<file path="src/rtl/pipeline_hazard_ctrl_if.sv">
// Control bundle between the front-end hazard sequencer and its environment.
// Hazard/redirect inputs flow towards the sequencer; buffer enables, bubble
// controls, split indication and the stall counter flow back out.
//   master : environment side (drives decode/issue/redirect info)
//   slave  : sequencer side (drives buffer controls and stall counter)
interface pipeline_hazard_ctrl_if #(
  parameter int CNT_W = 32
);
  logic [1:0]       dec_valid_i;
  logic [4:0]       dec0_rd_i;
  logic [4:0]       dec1_rd_i;
  logic [4:0]       dec0_rs1_i;
  logic [4:0]       dec0_rs2_i;
  logic [4:0]       dec1_rs1_i;
  logic [4:0]       dec1_rs2_i;
  logic [1:0]       dec_wr_i;
  logic [3:0]       dec_rd_use_i;
  logic [1:0]       dec_mem_i;
  logic [1:0]       iss_load_i;
  logic [4:0]       iss0_rd_i;
  logic [4:0]       iss1_rd_i;
  logic             flush_i;
  logic             imem_stall_i;
  logic             fetch_we_o;
  logic [1:0]       dec_we_o;
  logic [1:0]       dec_sr_o;
  logic [1:0]       issue_we_o;
  logic [1:0]       issue_sr_o;
  logic             split_o;
  logic [CNT_W-1:0] stall_cnt_o;

  modport master (
    output dec_valid_i, dec0_rd_i, dec1_rd_i, dec0_rs1_i, dec0_rs2_i,
           dec1_rs1_i, dec1_rs2_i, dec_wr_i, dec_rd_use_i, dec_mem_i,
           iss_load_i, iss0_rd_i, iss1_rd_i, flush_i, imem_stall_i,
    input  fetch_we_o, dec_we_o, dec_sr_o, issue_we_o, issue_sr_o,
           split_o, stall_cnt_o
  );

  modport slave (
    input  dec_valid_i, dec0_rd_i, dec1_rd_i, dec0_rs1_i, dec0_rs2_i,
           dec1_rs1_i, dec1_rs2_i, dec_wr_i, dec_rd_use_i, dec_mem_i,
           iss_load_i, iss0_rd_i, iss1_rd_i, flush_i, imem_stall_i,
    output fetch_we_o, dec_we_o, dec_sr_o, issue_we_o, issue_sr_o,
           split_o, stall_cnt_o
  );
endinterface

</file>
<file path="src/rtl/pipeline_hazard_ctrl.sv">
// Central sequencer for the dual-issue front end. Produces the fetch, decode
// and issue buffer write-enables and bubble (sync-reset) controls from
// load-use, intra-pair, memory-port, redirect and imem-wait conditions.
// Ports:
//   clock_i   : clock
//   reset_n_i : asynchronous active-low reset
//   bus       : slave side of pipeline_hazard_ctrl_if (hazard info in,
//               buffer controls, split flag and stall counter out)
module pipeline_hazard_ctrl #(
  parameter int FLUSH_CYCLES = 2,
  parameter int CNT_W        = 32
) (
  input  logic                  clock_i,
  input  logic                  reset_n_i,
  pipeline_hazard_ctrl_if.slave bus
);
  localparam int FC_W = (FLUSH_CYCLES > 1) ? $clog2(FLUSH_CYCLES) : 1;
  localparam logic [FC_W-1:0] FC_LOAD = FC_W'(FLUSH_CYCLES - 1);

  typedef enum logic [1:0] {INIT, RUN, SPLIT, FLUSH} state_t;

  state_t           state, state_nx;
  logic [FC_W-1:0]  fcnt, fcnt_nx;
  logic [CNT_W-1:0] stall_cnt;

  logic       fetch_we;
  logic [1:0] dec_we, dec_sr, issue_we, issue_sr;

  logic [3:0][4:0] src;
  logic [3:0]      src_ld;
  logic            lu, ph;

  // Slot1's destination and write flag only matter to the following pair.
  logic unused;
  assign unused = ^{bus.dec_wr_i[1], bus.dec1_rd_i};

  // x0 is never a real dependency.
  function automatic logic hit(input logic [4:0] a, input logic [4:0] b);
    return (a == b) && (a != '0);
  endfunction

  assign src = {bus.dec1_rs2_i, bus.dec1_rs1_i, bus.dec0_rs2_i, bus.dec0_rs1_i};

  always_comb begin
    src_ld = '0;
    for (int unsigned i = 0; i < 4; i++) begin
      src_ld[i] = bus.dec_rd_use_i[i] &&
                  ((bus.iss_load_i[0] && hit(src[i], bus.iss0_rd_i)) ||
                   (bus.iss_load_i[1] && hit(src[i], bus.iss1_rd_i)));
    end
  end

  // While split, slot0 has already issued; only the held slot1 can stall.
  assign lu = (state == SPLIT) ? (|src_ld[3:2]) : (|src_ld);

  assign ph = (&bus.dec_valid_i) &&
              ((bus.dec_wr_i[0] &&
                ((bus.dec_rd_use_i[2] && hit(bus.dec0_rd_i, bus.dec1_rs1_i)) ||
                 (bus.dec_rd_use_i[3] && hit(bus.dec0_rd_i, bus.dec1_rs2_i)))) ||
               (bus.dec_mem_i == 2'b11));

  // State register
  always_ff @(posedge clock_i or negedge reset_n_i) begin
    if (!reset_n_i) begin
      state <= INIT;
      fcnt  <= '0;
    end else begin
      state <= state_nx;
      fcnt  <= fcnt_nx;
    end
  end

  // Next-state logic
  always_comb begin
    state_nx = state;
    fcnt_nx  = fcnt;
    case (state)
      INIT: state_nx = RUN;
      RUN, SPLIT, FLUSH: begin
        if (bus.flush_i) begin
          if (FLUSH_CYCLES > 1) begin
            state_nx = FLUSH;
            fcnt_nx  = FC_LOAD;
          end else begin
            state_nx = RUN;
          end
        end else if (state == FLUSH) begin
          fcnt_nx = fcnt - 1'b1;
          if (fcnt == FC_W'(1)) state_nx = RUN;
        end else if (state == SPLIT) begin
          if (!lu) state_nx = RUN;
        end else if (!bus.imem_stall_i && !lu && ph) begin
          state_nx = SPLIT;
        end
      end
      default: state_nx = INIT;
    endcase
  end

  // Output logic; bubbled slots always drive we=0.
  always_comb begin
    fetch_we = 1'b0;
    dec_we   = 2'b00;
    dec_sr   = 2'b11;
    issue_we = 2'b00;
    issue_sr = 2'b11;
    if (state != INIT && (bus.flush_i || state == FLUSH)) begin
      fetch_we = 1'b1;
    end else if (state == RUN) begin
      dec_sr = 2'b00;
      if (bus.imem_stall_i || lu) begin
        issue_sr = 2'b11;
      end else if (ph) begin
        issue_we = 2'b01;
        issue_sr = 2'b10;
      end else begin
        fetch_we = 1'b1;
        dec_we   = 2'b11;
        issue_we = bus.dec_valid_i;
        issue_sr = ~bus.dec_valid_i;
      end
    end else if (state == SPLIT) begin
      dec_sr = 2'b00;
      if (!lu) begin
        fetch_we = 1'b1;
        dec_we   = 2'b11;
        issue_we = {bus.dec_valid_i[1], 1'b0};
        issue_sr = {~bus.dec_valid_i[1], 1'b1};
      end
    end
  end

  always_ff @(posedge clock_i or negedge reset_n_i) begin
    if (!reset_n_i) begin
      stall_cnt <= '0;
    end else if (!fetch_we && (stall_cnt != '1)) begin
      stall_cnt <= stall_cnt + 1'b1;
    end
  end

  assign bus.fetch_we_o  = fetch_we;
  assign bus.dec_we_o    = dec_we;
  assign bus.dec_sr_o    = dec_sr;
  assign bus.issue_we_o  = issue_we;
  assign bus.issue_sr_o  = issue_sr;
  assign bus.split_o     = (state == SPLIT);
  assign bus.stall_cnt_o = stall_cnt;
endmodule

</file>
<file path="src/flat_wrapper.sv">
// flat-port wrapper written by rule: the top's interface ports become plain ports
module pipeline_hazard_ctrl_flat 
#(
  parameter int FLUSH_CYCLES = 2,
  parameter int CNT_W        = 32
)
  (clock_i, reset_n_i, bus_dec_valid_i, bus_dec0_rd_i, bus_dec1_rd_i, bus_dec0_rs1_i, bus_dec0_rs2_i, bus_dec1_rs1_i, bus_dec1_rs2_i, bus_dec_wr_i, bus_dec_rd_use_i, bus_dec_mem_i, bus_iss_load_i, bus_iss0_rd_i, bus_iss1_rd_i, bus_flush_i, bus_imem_stall_i, bus_fetch_we_o, bus_dec_we_o, bus_dec_sr_o, bus_issue_we_o, bus_issue_sr_o, bus_split_o, bus_stall_cnt_o);
  pipeline_hazard_ctrl_if #(.CNT_W(CNT_W)) bus_i ();
  input  logic clock_i;
  input  logic reset_n_i;
  input wire logic [$bits(bus_i.dec_valid_i)-1:0] bus_dec_valid_i;
  input wire logic [$bits(bus_i.dec0_rd_i)-1:0] bus_dec0_rd_i;
  input wire logic [$bits(bus_i.dec1_rd_i)-1:0] bus_dec1_rd_i;
  input wire logic [$bits(bus_i.dec0_rs1_i)-1:0] bus_dec0_rs1_i;
  input wire logic [$bits(bus_i.dec0_rs2_i)-1:0] bus_dec0_rs2_i;
  input wire logic [$bits(bus_i.dec1_rs1_i)-1:0] bus_dec1_rs1_i;
  input wire logic [$bits(bus_i.dec1_rs2_i)-1:0] bus_dec1_rs2_i;
  input wire logic [$bits(bus_i.dec_wr_i)-1:0] bus_dec_wr_i;
  input wire logic [$bits(bus_i.dec_rd_use_i)-1:0] bus_dec_rd_use_i;
  input wire logic [$bits(bus_i.dec_mem_i)-1:0] bus_dec_mem_i;
  input wire logic [$bits(bus_i.iss_load_i)-1:0] bus_iss_load_i;
  input wire logic [$bits(bus_i.iss0_rd_i)-1:0] bus_iss0_rd_i;
  input wire logic [$bits(bus_i.iss1_rd_i)-1:0] bus_iss1_rd_i;
  input wire logic [$bits(bus_i.flush_i)-1:0] bus_flush_i;
  input wire logic [$bits(bus_i.imem_stall_i)-1:0] bus_imem_stall_i;
  output wire logic [$bits(bus_i.fetch_we_o)-1:0] bus_fetch_we_o;
  output wire logic [$bits(bus_i.dec_we_o)-1:0] bus_dec_we_o;
  output wire logic [$bits(bus_i.dec_sr_o)-1:0] bus_dec_sr_o;
  output wire logic [$bits(bus_i.issue_we_o)-1:0] bus_issue_we_o;
  output wire logic [$bits(bus_i.issue_sr_o)-1:0] bus_issue_sr_o;
  output wire logic [$bits(bus_i.split_o)-1:0] bus_split_o;
  output wire logic [$bits(bus_i.stall_cnt_o)-1:0] bus_stall_cnt_o;
  assign bus_i.dec_valid_i = bus_dec_valid_i;
  assign bus_i.dec0_rd_i = bus_dec0_rd_i;
  assign bus_i.dec1_rd_i = bus_dec1_rd_i;
  assign bus_i.dec0_rs1_i = bus_dec0_rs1_i;
  assign bus_i.dec0_rs2_i = bus_dec0_rs2_i;
  assign bus_i.dec1_rs1_i = bus_dec1_rs1_i;
  assign bus_i.dec1_rs2_i = bus_dec1_rs2_i;
  assign bus_i.dec_wr_i = bus_dec_wr_i;
  assign bus_i.dec_rd_use_i = bus_dec_rd_use_i;
  assign bus_i.dec_mem_i = bus_dec_mem_i;
  assign bus_i.iss_load_i = bus_iss_load_i;
  assign bus_i.iss0_rd_i = bus_iss0_rd_i;
  assign bus_i.iss1_rd_i = bus_iss1_rd_i;
  assign bus_i.flush_i = bus_flush_i;
  assign bus_i.imem_stall_i = bus_imem_stall_i;
  assign bus_fetch_we_o = bus_i.fetch_we_o;
  assign bus_dec_we_o = bus_i.dec_we_o;
  assign bus_dec_sr_o = bus_i.dec_sr_o;
  assign bus_issue_we_o = bus_i.issue_we_o;
  assign bus_issue_sr_o = bus_i.issue_sr_o;
  assign bus_split_o = bus_i.split_o;
  assign bus_stall_cnt_o = bus_i.stall_cnt_o;
  pipeline_hazard_ctrl #(.FLUSH_CYCLES(FLUSH_CYCLES), .CNT_W(CNT_W)) u_core (.clock_i(clock_i), .reset_n_i(reset_n_i), .bus(bus_i));
endmodule
</file>
<file path="config.mk">
export PLATFORM = sky130hd
export DESIGN_NAME = pipeline_hazard_ctrl_flat
export DESIGN_NICKNAME = d
export VERILOG_FILES = /design/src/rtl/pipeline_hazard_ctrl_if.sv /design/src/rtl/pipeline_hazard_ctrl.sv /design/src/flat_wrapper.sv
export SDC_FILE = /design/constraint.sdc
export NUM_CORES = 1
export LEC_CHECK = 0
export BUFFER_PORTS_ARGS = -buffer_cell sky130_fd_sc_hd__buf_4
export CORE_UTILIZATION = 35
export DETAILED_ROUTE_END_ITERATION = 10
export SYNTH_ARGS = -nofsm -noshare
export SYNTH_HDL_FRONTEND = slang
export SYNTH_SLANG_ARGS = --single-unit
</file>
<file path="constraint.sdc">
create_clock -name clock_i -period 2.2 [get_ports clock_i]
set_clock_uncertainty 0.15 [all_clocks]
set_input_delay 0.22 -clock clock_i [delete_from_list [all_inputs] [get_ports clock_i]]
set_output_delay 0.22 -clock clock_i [all_outputs]
set_load 0.01 [all_outputs]
</file>
-- Word level (Yosys, flattened, before mapping)
Index checks and enable logic that the tools add are counted.
- memory bits (writable): 0
- memory bits (read-only): 0
- memories: 0
- output and inout bits: 42
- bits in latches: 0
- flip-flop bits (word level): 35
- shifts and indexed selects: 0
- magnitude comparators: 0
- bitwise gates (word level): 2
- mux-type cells: 37
- reductions and logical operators: 55
- $add $sub $neg: 2
- equality and inequality tests: 18
- multipliers: 0
- div/mod/pow operators: 0
- operators with widths (operator ; number):
    $mux W2 ; 27
    $eq A5 B5 Y1 ; 10
    $add A32 B1 Y32 const B ; 1
    $ne A32 B32 Y1 const B ; 1
    $logic_and A1 B1 Y1 ; 30
    $reduce_bool A5 Y1 ; 5
    $mux W1 ; 9
    $logic_or A1 B1 Y1 ; 8
    $eq A2 B2 Y1 const B ; 3
    $ne A5 B3 Y1 const B ; 1
    $ne A5 B5 Y1 const B ; 1
    $ne A4 B3 Y1 const B ; 1
    $pmux W2 S2 ; 1
    $reduce_and A2 Y1 ; 2
    $reduce_bool A2 Y1 ; 2
    $reduce_or A4 Y1 ; 1
    $logic_not A1 Y1 ; 3
    $reduce_and A3 Y1 ; 1
    $reduce_or A3 Y1 ; 1
    $eq A2 B1 Y1 const B ; 1
    $logic_not A2 Y1 ; 1
    $not A2 Y2 ; 1
    $reduce_or A2 Y1 ; 1
    $not A1 Y1 ; 1
    $sub A1 B1 Y1 const B ; 1

-- Logic depth before layout (Yosys ltp)
Gate-level depths: netlist (run 1).
- word-level depth: 15
- mapped depth: 10
- depth with buffers taken out: 8

-- Least setup slack after synthesis (run 1)
Ideal clock, no wire load.
- path type: reg2out
- from: reg u_core.state[0]
- to: out bus_issue_sr_o[1]
- setup slack: -0.135 ns
- arrival time: 1.965 ns
- cell stages (with the launch flop): 9
- data required time: 1.830 ns
- cells stage by stage: dfrtp_1 -> inv_1 -> ha_1 -> inv_1 -> a41oi_1 -> a41oi_2 -> nor3_1 -> and2_1 -> inv_1
- longest elaborated chain between the ends: 6
- elaborated cells between the ends (all ways): 13
- classes of those cells: eq/ne (3); mux (6); reduce/logical (4)
- ends and longest elaborated chain (what ; line ; source):
    from (decl) ; pipeline_hazard_ctrl.sv:22 ; state_t state, state_nx;
    from (signal assigned) ; pipeline_hazard_ctrl.sv:68 ; state <= state_nx;
    $eq A2 B2 Y1 (*) ; -- ;
    named net bus_split_o ; flat_wrapper.sv:31 ; output wire logic [$bits(bus_i.split_o)-1:0] bus_split_o;
    $mux W1 ; pipeline_hazard_ctrl.sv:54 ; assign lu = (state == SPLIT) ? (|src_ld[3:2]) : (|src_ld);
    $mux W2 or $logic_or A1 B1 Y1 (tied branches) ; pipeline_hazard_ctrl.sv:124, pipeline_hazard_ctrl.sv:111 ;
    $mux W2, on equally long branches ; pipeline_hazard_ctrl.sv:122, pipeline_hazard_ctrl.sv:111 ;
    $mux W2 (*) ; pipeline_hazard_ctrl.sv:109 ; end else if (state == RUN) begin
    $mux W2 (*) ; pipeline_hazard_ctrl.sv:107 ; if (state != INIT && (bus.flush_i || state == FLUSH)) begin
    to (decl) ; flat_wrapper.sv:30 ; output wire logic [$bits(bus_i.issue_sr_o)-1:0] bus_issue_sr_o;
The timed path passes the listed nets; every way through them passes the cells marked *.

-- Worst setup path in the final report (run 1)
- from: in bus_dec1_rs2_i[2]
- to: out bus_issue_sr_o[0]
- longest elaborated chain between the ends: 11
- elaborated cells between the ends (all ways): 24
- classes of those cells: eq/ne (3); mux (5); reduce/logical (16)
- ends and longest elaborated chain (what ; line ; source):
    from (decl) ; flat_wrapper.sv:17 ; input wire logic [$bits(bus_i.dec1_rs2_i)-1:0] bus_dec1_rs2_i;
    $eq A5 B5 Y1 or $reduce_bool A5 Y1 (tied branches) ; pipeline_hazard_ctrl.sv:39 ; return (a == b) && (a != '0);
    $logic_and A1 B1 Y1 ; pipeline_hazard_ctrl.sv:39 ;
    $logic_and A1 B1 Y1, on equally long branches ; pipeline_hazard_ctrl.sv:48, pipeline_hazard_ctrl.sv:59, pipeline_hazard_ctrl.sv:49 ;
    $logic_or A1 B1 Y1, on equally long branches ; pipeline_hazard_ctrl.sv:48, pipeline_hazard_ctrl.sv:58 ;
    $logic_and A1 B1 Y1, on equally long branches ; pipeline_hazard_ctrl.sv:47, pipeline_hazard_ctrl.sv:57 ;
    $reduce_or A4 Y1 (tied with other cells) ; pipeline_hazard_ctrl.sv:54 ;
    $mux W1 or $logic_and A1 B1 Y1 (tied branches) ; pipeline_hazard_ctrl.sv:54, pipeline_hazard_ctrl.sv:56 ;
    $logic_or A1 B1 Y1 or $mux W2 (tied branches) ; pipeline_hazard_ctrl.sv:111, pipeline_hazard_ctrl.sv:113 ;
    $mux W2 (*) ; pipeline_hazard_ctrl.sv:111 ; if (bus.imem_stall_i || lu) begin
    $mux W2 (*) ; pipeline_hazard_ctrl.sv:109 ;
    $mux W2 (*) ; pipeline_hazard_ctrl.sv:107 ;
Every way passes the cells marked *; elsewhere a longest branch is shown, timed or not.

==> metrics.cfg, run 1 <==
[status]
status=finished, violations left
violations=negative setup slack

[floorplanning]
dieArea_mm2=0.00808
start_util_pct=36.7
io-pin-count=98
dieHeight_um=89.9
core_mm2=0.00737
dieWidth_um=89.9
rows=31

[cts]
cts-root-buf=clkbuf_8
cts_tree=done
h-tree-depth=2
cts_buffers=5
clkTransAtPathRegs_ns=0.07
clk_latency_ns=0.29
clock-sinks=35
clock_tree.buffer_depth=2

[worst_setup_path]
crit_buf_inv=4
cp.required_ns=1.83
cp-start-kind=input port
criticalPathCategory=in -> out
crit_chain=buf_4 > or4_4 > o21a_1 > a32oi_2 > nand3_1 > nor3_1 > buf_4 > inv_1 > buf_4
crit_top_cell=buf_4
path_delay_family=simple AND/OR/NAND/NOR gates
crit_path_end_kind=output port
slowest_stage=or4_4
critPathMaxStageDelay_ns=0.50
critical_path_peak_fanout=4
crit_arrival_ns=1.98

[routing]
drt_wl_total_um=7940
dr_total_vias=2721
ant_nets=0
first_iter_violations=96
route.detailed.drc=0
avgRoutedWirePerCell_um=14.4
drt-pass1-iter-count=4
vias_per_cell=4.93

[placement]
place_hpwl_um=6030
place.gp.congestion=0.878
placed_area_mm2=0.00398
numPortBuffers=91
pre_cts_ws_ns=-0.259
dp_cells=538

[synth]
synthAdderAreaFrac_pct=2.31
synth_ff_type=dfrtp_1
async_flop_share_pct=100
syn_nets=358
syn_area_mm2=0.00270
ys_seq_elements=35
synth_area_leaders=dfrtp_1 (32%), xnor2_1 (17%), xor2_1 (8.7%), nand4_1 (4.4%), nand2_1 (3.9%)
synth_top_family_by_area=XOR/XNOR gates
avgSynthCellArea_um2=9.10
yosysUniqueCellTypes=43
yosys_warnings=0
synthCells=297
synth.largest_area_cell=dfrtp_1
synth_top_area_share_pct=32.4
synth_edf_count=0
synth.area.mux_share_pct=1.20
synth-simple-area-share_pct=25.9
synth_compound_area_share_pct=6.20
seq_area_frac_synth_pct=32.4
synth_xor_area_share_pct=26.2

[power]
peakVddDrop_mv=0.375
p_switching_w=0.00109
swShare_pct=35.9
power.density_mw_per_mm2=691
leakagePower_nw=1.92
pwr-share-seq_pct=27.7
internal_power_w=0.00195
combinationalPowerShare_pct=53.2
fin_total_pwr_w=0.00304
pwr-share-clk_pct=19.1

[grt]
grt_remaining_overflow=0
grt_max_degree=36
grt_pass1_vias=2588
grt_pass1_wl_um=12700
grtUsageTotal_pct=19.3
grt_antenna_before_repair=0

[final_layout]
area_growth_pct=62.8
finish.utilization_pct=59.7
multi_input_area_mm2=0.00193
fillers=648
fin_nets=513
antennaDiodeCount=0
seq_area_um2=878
stdcell_area_mm2=0.00440
final_cells=552
drive_gt1_share_pct=50.3

[sta]
rsz0062_at_grt=yes
fmax_ghz=0.425
final_hold_viol_count=0
tightestPinTransition_ns=0.496
setup_slack_ns=-0.151
final_max_slew_viol_count=0
period_needed_ns=2.35
period_share_pct=107
slew_headroom_pct=66.7
finalSetupViolCount=7

[hold_path]
min_path_type=in -> reg

[job]
drv_cap=0

[cells by family after synthesis]
logic type / count (synthesis)
AO/OA/AOI/OAI: 21
XOR/XNOR: 81
adder cells (fa/ha/maj): 5
buffers and inverters: 27
flip-flops: 35
multiplexers: 3
AND/OR/NAND/NOR: 125
[timing repair]
item | in CTS | in global routing
endpoints found under the setup margin | 25 | 34
setup buffers | 3 | 3
resized for setup | 21 | 36
endpoints found under the hold margin | 35 | 0
pin swaps | 9 | 17
hold buffers | 1 | 0
[worst paths after layout]
check / slack, ns / startpoint / endpoint / cells past startpoint
setup / recovery: -0.15 / bus_dec1_rs2_i[2] / bus_issue_sr_o[0] / 9
hold reg to reg: 0.34 / u_core.bus.stall_cnt_o[21] / u_core.bus.stall_cnt_o[21] / 1
hold / removal: 0.07 / bus_flush_i / u_core.state[1] / 3
setup reg to reg: 0.04 / u_core.state[1] / u_core.bus.stall_cnt_o[29] / 10
max in group asynchronous: 1.29 / reset_n_i / u_core.bus.stall_cnt_o[9] / 2
min in group asynchronous: 0.27 / reset_n_i / u_core.bus.stall_cnt_o[26] / 2
[Yosys cell counts, types with 2 or more instances]
cell      instances
or2_2             2
dfrtp_1          35
xnor2_1          54
o21ai_0           3
nor4_2            7
nor3_2            4
buf_6             4
ha_1              5
inv_1            10
nand3_1          11
o22ai_1           5
buf_4             4
buf_2             2
and2_1            3
and4_1            3
or4_1             3
xor2_1           27
nor3_1           14
clkbuf_2          5
nor4_1            4
nand4_1          19
nand2_1          28
nor2_1           22
a21oi_1           4
[through the flow]
stage	hold slack, ns	TNS (ns)
2_1_floorplan	-0.226	0
3_3_place_gp	0.0501	-4.17
3_5_place_dp	0.0458	-5.26
4_1_cts	0.0441	-0.878
5_1_grt	0.0729	-1.70
6_report	0.0713	-0.730
[per-layer routing]
layer  routed length (um)  GRT usage [%]  share of wire (%)
met3                  279           3.38                3.5
met4                   50           2.96               0.63
met5                    0              0                  0
met2                 3900           31.1                 49
met1                 3720           27.6                 47
[tightest hold or removal path, cell delays in order]
cell,delay (ns)
buf_4,0.13
a21oi_1,0.07
nand2_1,0.05
[placed cells by master, fill, tap and decap left out, drive strengths merged, types with 2 or more instances in the layout]
master | Yosys | layout
buf | 10 | 163
xnor2 | 54 | 54
dfrtp | 35 | 35
nand2 | 28 | 28
xor2 | 27 | 27
nor2 | 22 | 22
nand4 | 19 | 19
nor3 | 18 | 18
nand3 | 12 | 12
inv | 11 | 11
nor4 | 11 | 11
clkbuf | 6 | 5
o22ai | 5 | 5
o21ai | 5 | 5
ha | 5 | 5
a21oi | 4 | 4
or4 | 3 | 3
and2 | 3 | 3
and4 | 3 | 3
a41oi | 2 | 2
or2 | 2 | 2
mux2 | 2 | 2
clkinv | 0 | 2
[power by group through the flow]
stage	combinational (W)	clock, W	sequential [W]
final	0.00162	0.000582	0.000842
after global routing	0.00174	0.000626	0.000859
after CTS	0.00149	0.000597	0.000839
after detailed placement	0.00145	0	0.000845
after global placement	0.00143	0	0.000842
after floorplan	0.000565	0	0.000950
[final cells by class]
cell class                      count  area share (%)
Multi-Input combinational cell    235            43.8
Timing Repair Buffer              164            29.8
Sequential cell                    35            20.0
Tap cell                           99            2.81
Clock buffer                        5            1.56
Clock inverter                      3           0.995
Inverter                           11           0.995
[flip-flops by register name, summed over array words and instances (netlist names)]
signal / count
u_core.bus.stall_cnt_o: 32
u_core.fcnt: 1
u_core.state: 2
Power figures use the tool's default switching activity.
==> inputs of run 2 (changes only) <==
==> constraint.sdc (replaced) <==
create_clock -name clock_i -period 2.2 [get_ports clock_i]
set_clock_uncertainty 0.15 [all_clocks]
set_input_delay 0.44 -clock clock_i [delete_from_list [all_inputs] [get_ports clock_i]]
set_output_delay 0.44 -clock clock_i [all_outputs]
set_load 0.01 [all_outputs]
==> metrics.cfg, run 2 (synthesis gave the netlist of run 1 again) <==
[job]
drv_cap=0  ; unchanged

[cts]
cts_tree=done
cts_buffers=5  ; unchanged
clock_tree.buffer_depth=2  ; unchanged
clk_latency_ns=0.30  ; about the same
h-tree-depth=2  ; unchanged
cts-root-buf=clkbuf_8
clock-sinks=35  ; unchanged
clkTransAtPathRegs_ns=0.08  ; about the same

[routing]
drt-pass1-iter-count=4  ; unchanged
ant_nets=0  ; unchanged
route.detailed.drc=0  ; unchanged
vias_per_cell=4.98  ; +1.0%
dr_total_vias=2828  ; +3.9%
avgRoutedWirePerCell_um=15.7  ; +9.1%
drt_wl_total_um=8920  ; +12%
first_iter_violations=86  ; -10%

[floorplanning]
start_util_pct=36.7  ; unchanged
dieHeight_um=89.9  ; unchanged
dieWidth_um=89.9  ; unchanged
io-pin-count=98  ; unchanged
rows=31  ; unchanged
dieArea_mm2=0.00808  ; unchanged
core_mm2=0.00737  ; unchanged

[power]
pwr-share-clk_pct=15.3  ; -3.8 points
power.density_mw_per_mm2=663  ; -4.0%
internal_power_w=0.00193  ; -0.86%
pwr-share-seq_pct=26.3  ; -1.4 points
p_switching_w=0.00125  ; +14%
fin_total_pwr_w=0.00318  ; +4.5%
combinationalPowerShare_pct=58.5  ; +5.3 points
swShare_pct=39.2  ; +3.3 points
leakagePower_nw=2.22  ; +16%
peakVddDrop_mv=0.323  ; -14%

[final_layout]
finish.utilization_pct=65.1  ; +5.3 points
final_cells=568  ; +2.9%
area_growth_pct=77.3
largest_reg_flops=32  ; unchanged
layout.cells.most_common=buf_4
drive_gt1_share_pct=55.7  ; +5.3 points
fin_nets=529  ; +3.1%
final_cell_mix=buf_4 (149), xnor2_1 (41), dfrtp_1 (35), nand2_1 (27), xor2_1 (26)
antennaDiodeCount=0  ; unchanged

[sta]
final_max_slew_viol_count=0  ; unchanged
period_needed_ns=2.71  ; +0.363 ns
slew_headroom_pct=62.4  ; -4.2 points
fin_setup_tns_ns=-10.61  ; -9.87 ns
final_hold_viol_count=0  ; unchanged
rsz0062_at_grt=yes
fmax_ghz=0.368  ; -13%
period_share_pct=123  ; +17 points
tightestPinTransition_ns=0.559  ; +0.0632 ns
fin_hold_ws_ns=0.266  ; +0.195 ns
finalSetupViolCount=40  ; +33
setup_slack_ns=-0.514  ; -0.363 ns

[grt]
grt_max_degree=36  ; unchanged
grt_pass1_vias=3097  ; +20%
grt_remaining_overflow=0  ; unchanged
grtUsageTotal_pct=23.3  ; +4.0 points
grt_antenna_before_repair=0  ; unchanged
grt_pass1_wl_um=15100  ; +19%

[placement]
dp_cells=551  ; +2.4%
place_hpwl_um=6420  ; +6.5%
numPortBuffers=91  ; unchanged
place.gp.congestion=0.815  ; -7.2%

[worst_setup_path]
cp-start-kind=input port
setup.worst_path.end=bus_issue_sr_o[1]
crit_chain=buf_6 > or4_4 > o21ai_2 > nor2_1 > a2bb2oi_2 > a41oi_2 > nor3_4 > and2_4 > inv_2 > buf_6
reg2reg_depth=11  ; +1
crit_top_cell=buf_6
crit_path_end_kind=output port
cp.required_ns=1.61  ; -0.22 ns
slowest_stage=or4_4
crit_arrival_ns=2.12  ; +0.14 ns
reg2reg_slack_ns=-0.18  ; -0.22 ns
criticalPathCategory=in -> out
critical_path_peak_fanout=3  ; -1
reg2reg_to=u_core.bus.stall_cnt_o[17]
r2r-start=u_core.state[0]
cp-startpoint=bus_dec0_rd_i[1]
critPathMaxStageDelay_ns=0.52  ; +0.02 ns

[hold_path]
min_path_type=in -> reg

[status]
status=finished, violations left
violations=negative setup slack

## run 2: cell types whose count changed in the layout (fill, tap and decap cells not counted), moves of 5 or more
cell and delta:
xnor2_2 +13, nor3_1 -5, xnor2_1 -13, buf_6 +16, nor3_4 +8, nor2_1 -7, nor2_4 +10
## run 2: metal layers
| layer | share of wire, % | GRT usage (%) |
|---|---|---|
| met1 | 43 | 28.4 |
| met2 | 52 | 41.3 |
| met3 | 3.2 | 3.98 |
| met4 | 2.1 | 8.20 |
| met5 | 0 | 0 |
## run 2: area by class of cell
class,count,area [um2]
flip-flops and latches,35,876
clock buffers,5,68.8
fillers,594,2570
well taps,99,124
repair buffers,180,1500
clock inverters,3,20.0
inverters,11,41.3
multi-input cells,235,2160
## run 2: per-stage QoR
step / instance area (um2) / worst slack, ns
after floorplan: 2920 / -0.366
after global placement: 4200 / -0.554
after detailed placement: 4200 / -0.593
after CTS: 4730 / -0.540
after global routing: 4790 / -0.582
final: 4790 / -0.514
## run 2: how the worst min path moves through the flow
stage,startpoint,endpoint,slack (ns),cells after the start
6_report,bus_flush_i,u_core.state[1],0.27,3
5_1_grt,bus_flush_i,u_core.state[1],0.28,3
4_1_cts,bus_flush_i,u_core.state[1],0.27,3
3_5_place_dp,reset_n_i,u_core.bus.stall_cnt_o[30],0.27,1
3_3_place_gp,reset_n_i,u_core.bus.stall_cnt_o[29],0.27,1
2_1_floorplan,reset_n_i,u_core.bus.stall_cnt_o[0],-0.006,0
## run 2: timing repair
action / 4_1_cts / 5_1_grt
pin swaps: 12 / 16
gates resized for setup: 53 / 35
endpoints found under the setup margin: 43 / 43
hold buffers: 1 / 0
buffers inserted: 11 / 2
hold endpoints to repair: 35 / 0
cloned: 3 / 0
## run 2: power groups by stage
stage | Sequential, W | Clock, W | Combinational, W
floorplan | 0.000947 | 0 | 0.000675
global placement | 0.000839 | 0 | 0.00147
detailed placement | 0.000846 | 0 | 0.00150
CTS | 0.000834 | 0.000490 | 0.00189
global route | 0.000853 | 0.000515 | 0.00200
finish | 0.000836 | 0.000485 | 0.00186
## run 2: critical path, delay by kind of cell
family | cells | cell delay, ns
buffers and inverters | 3 | 0.23
AO/OA/AOI/OAI | 3 | 0.46
AND/OR/NAND/NOR | 4 | 0.99
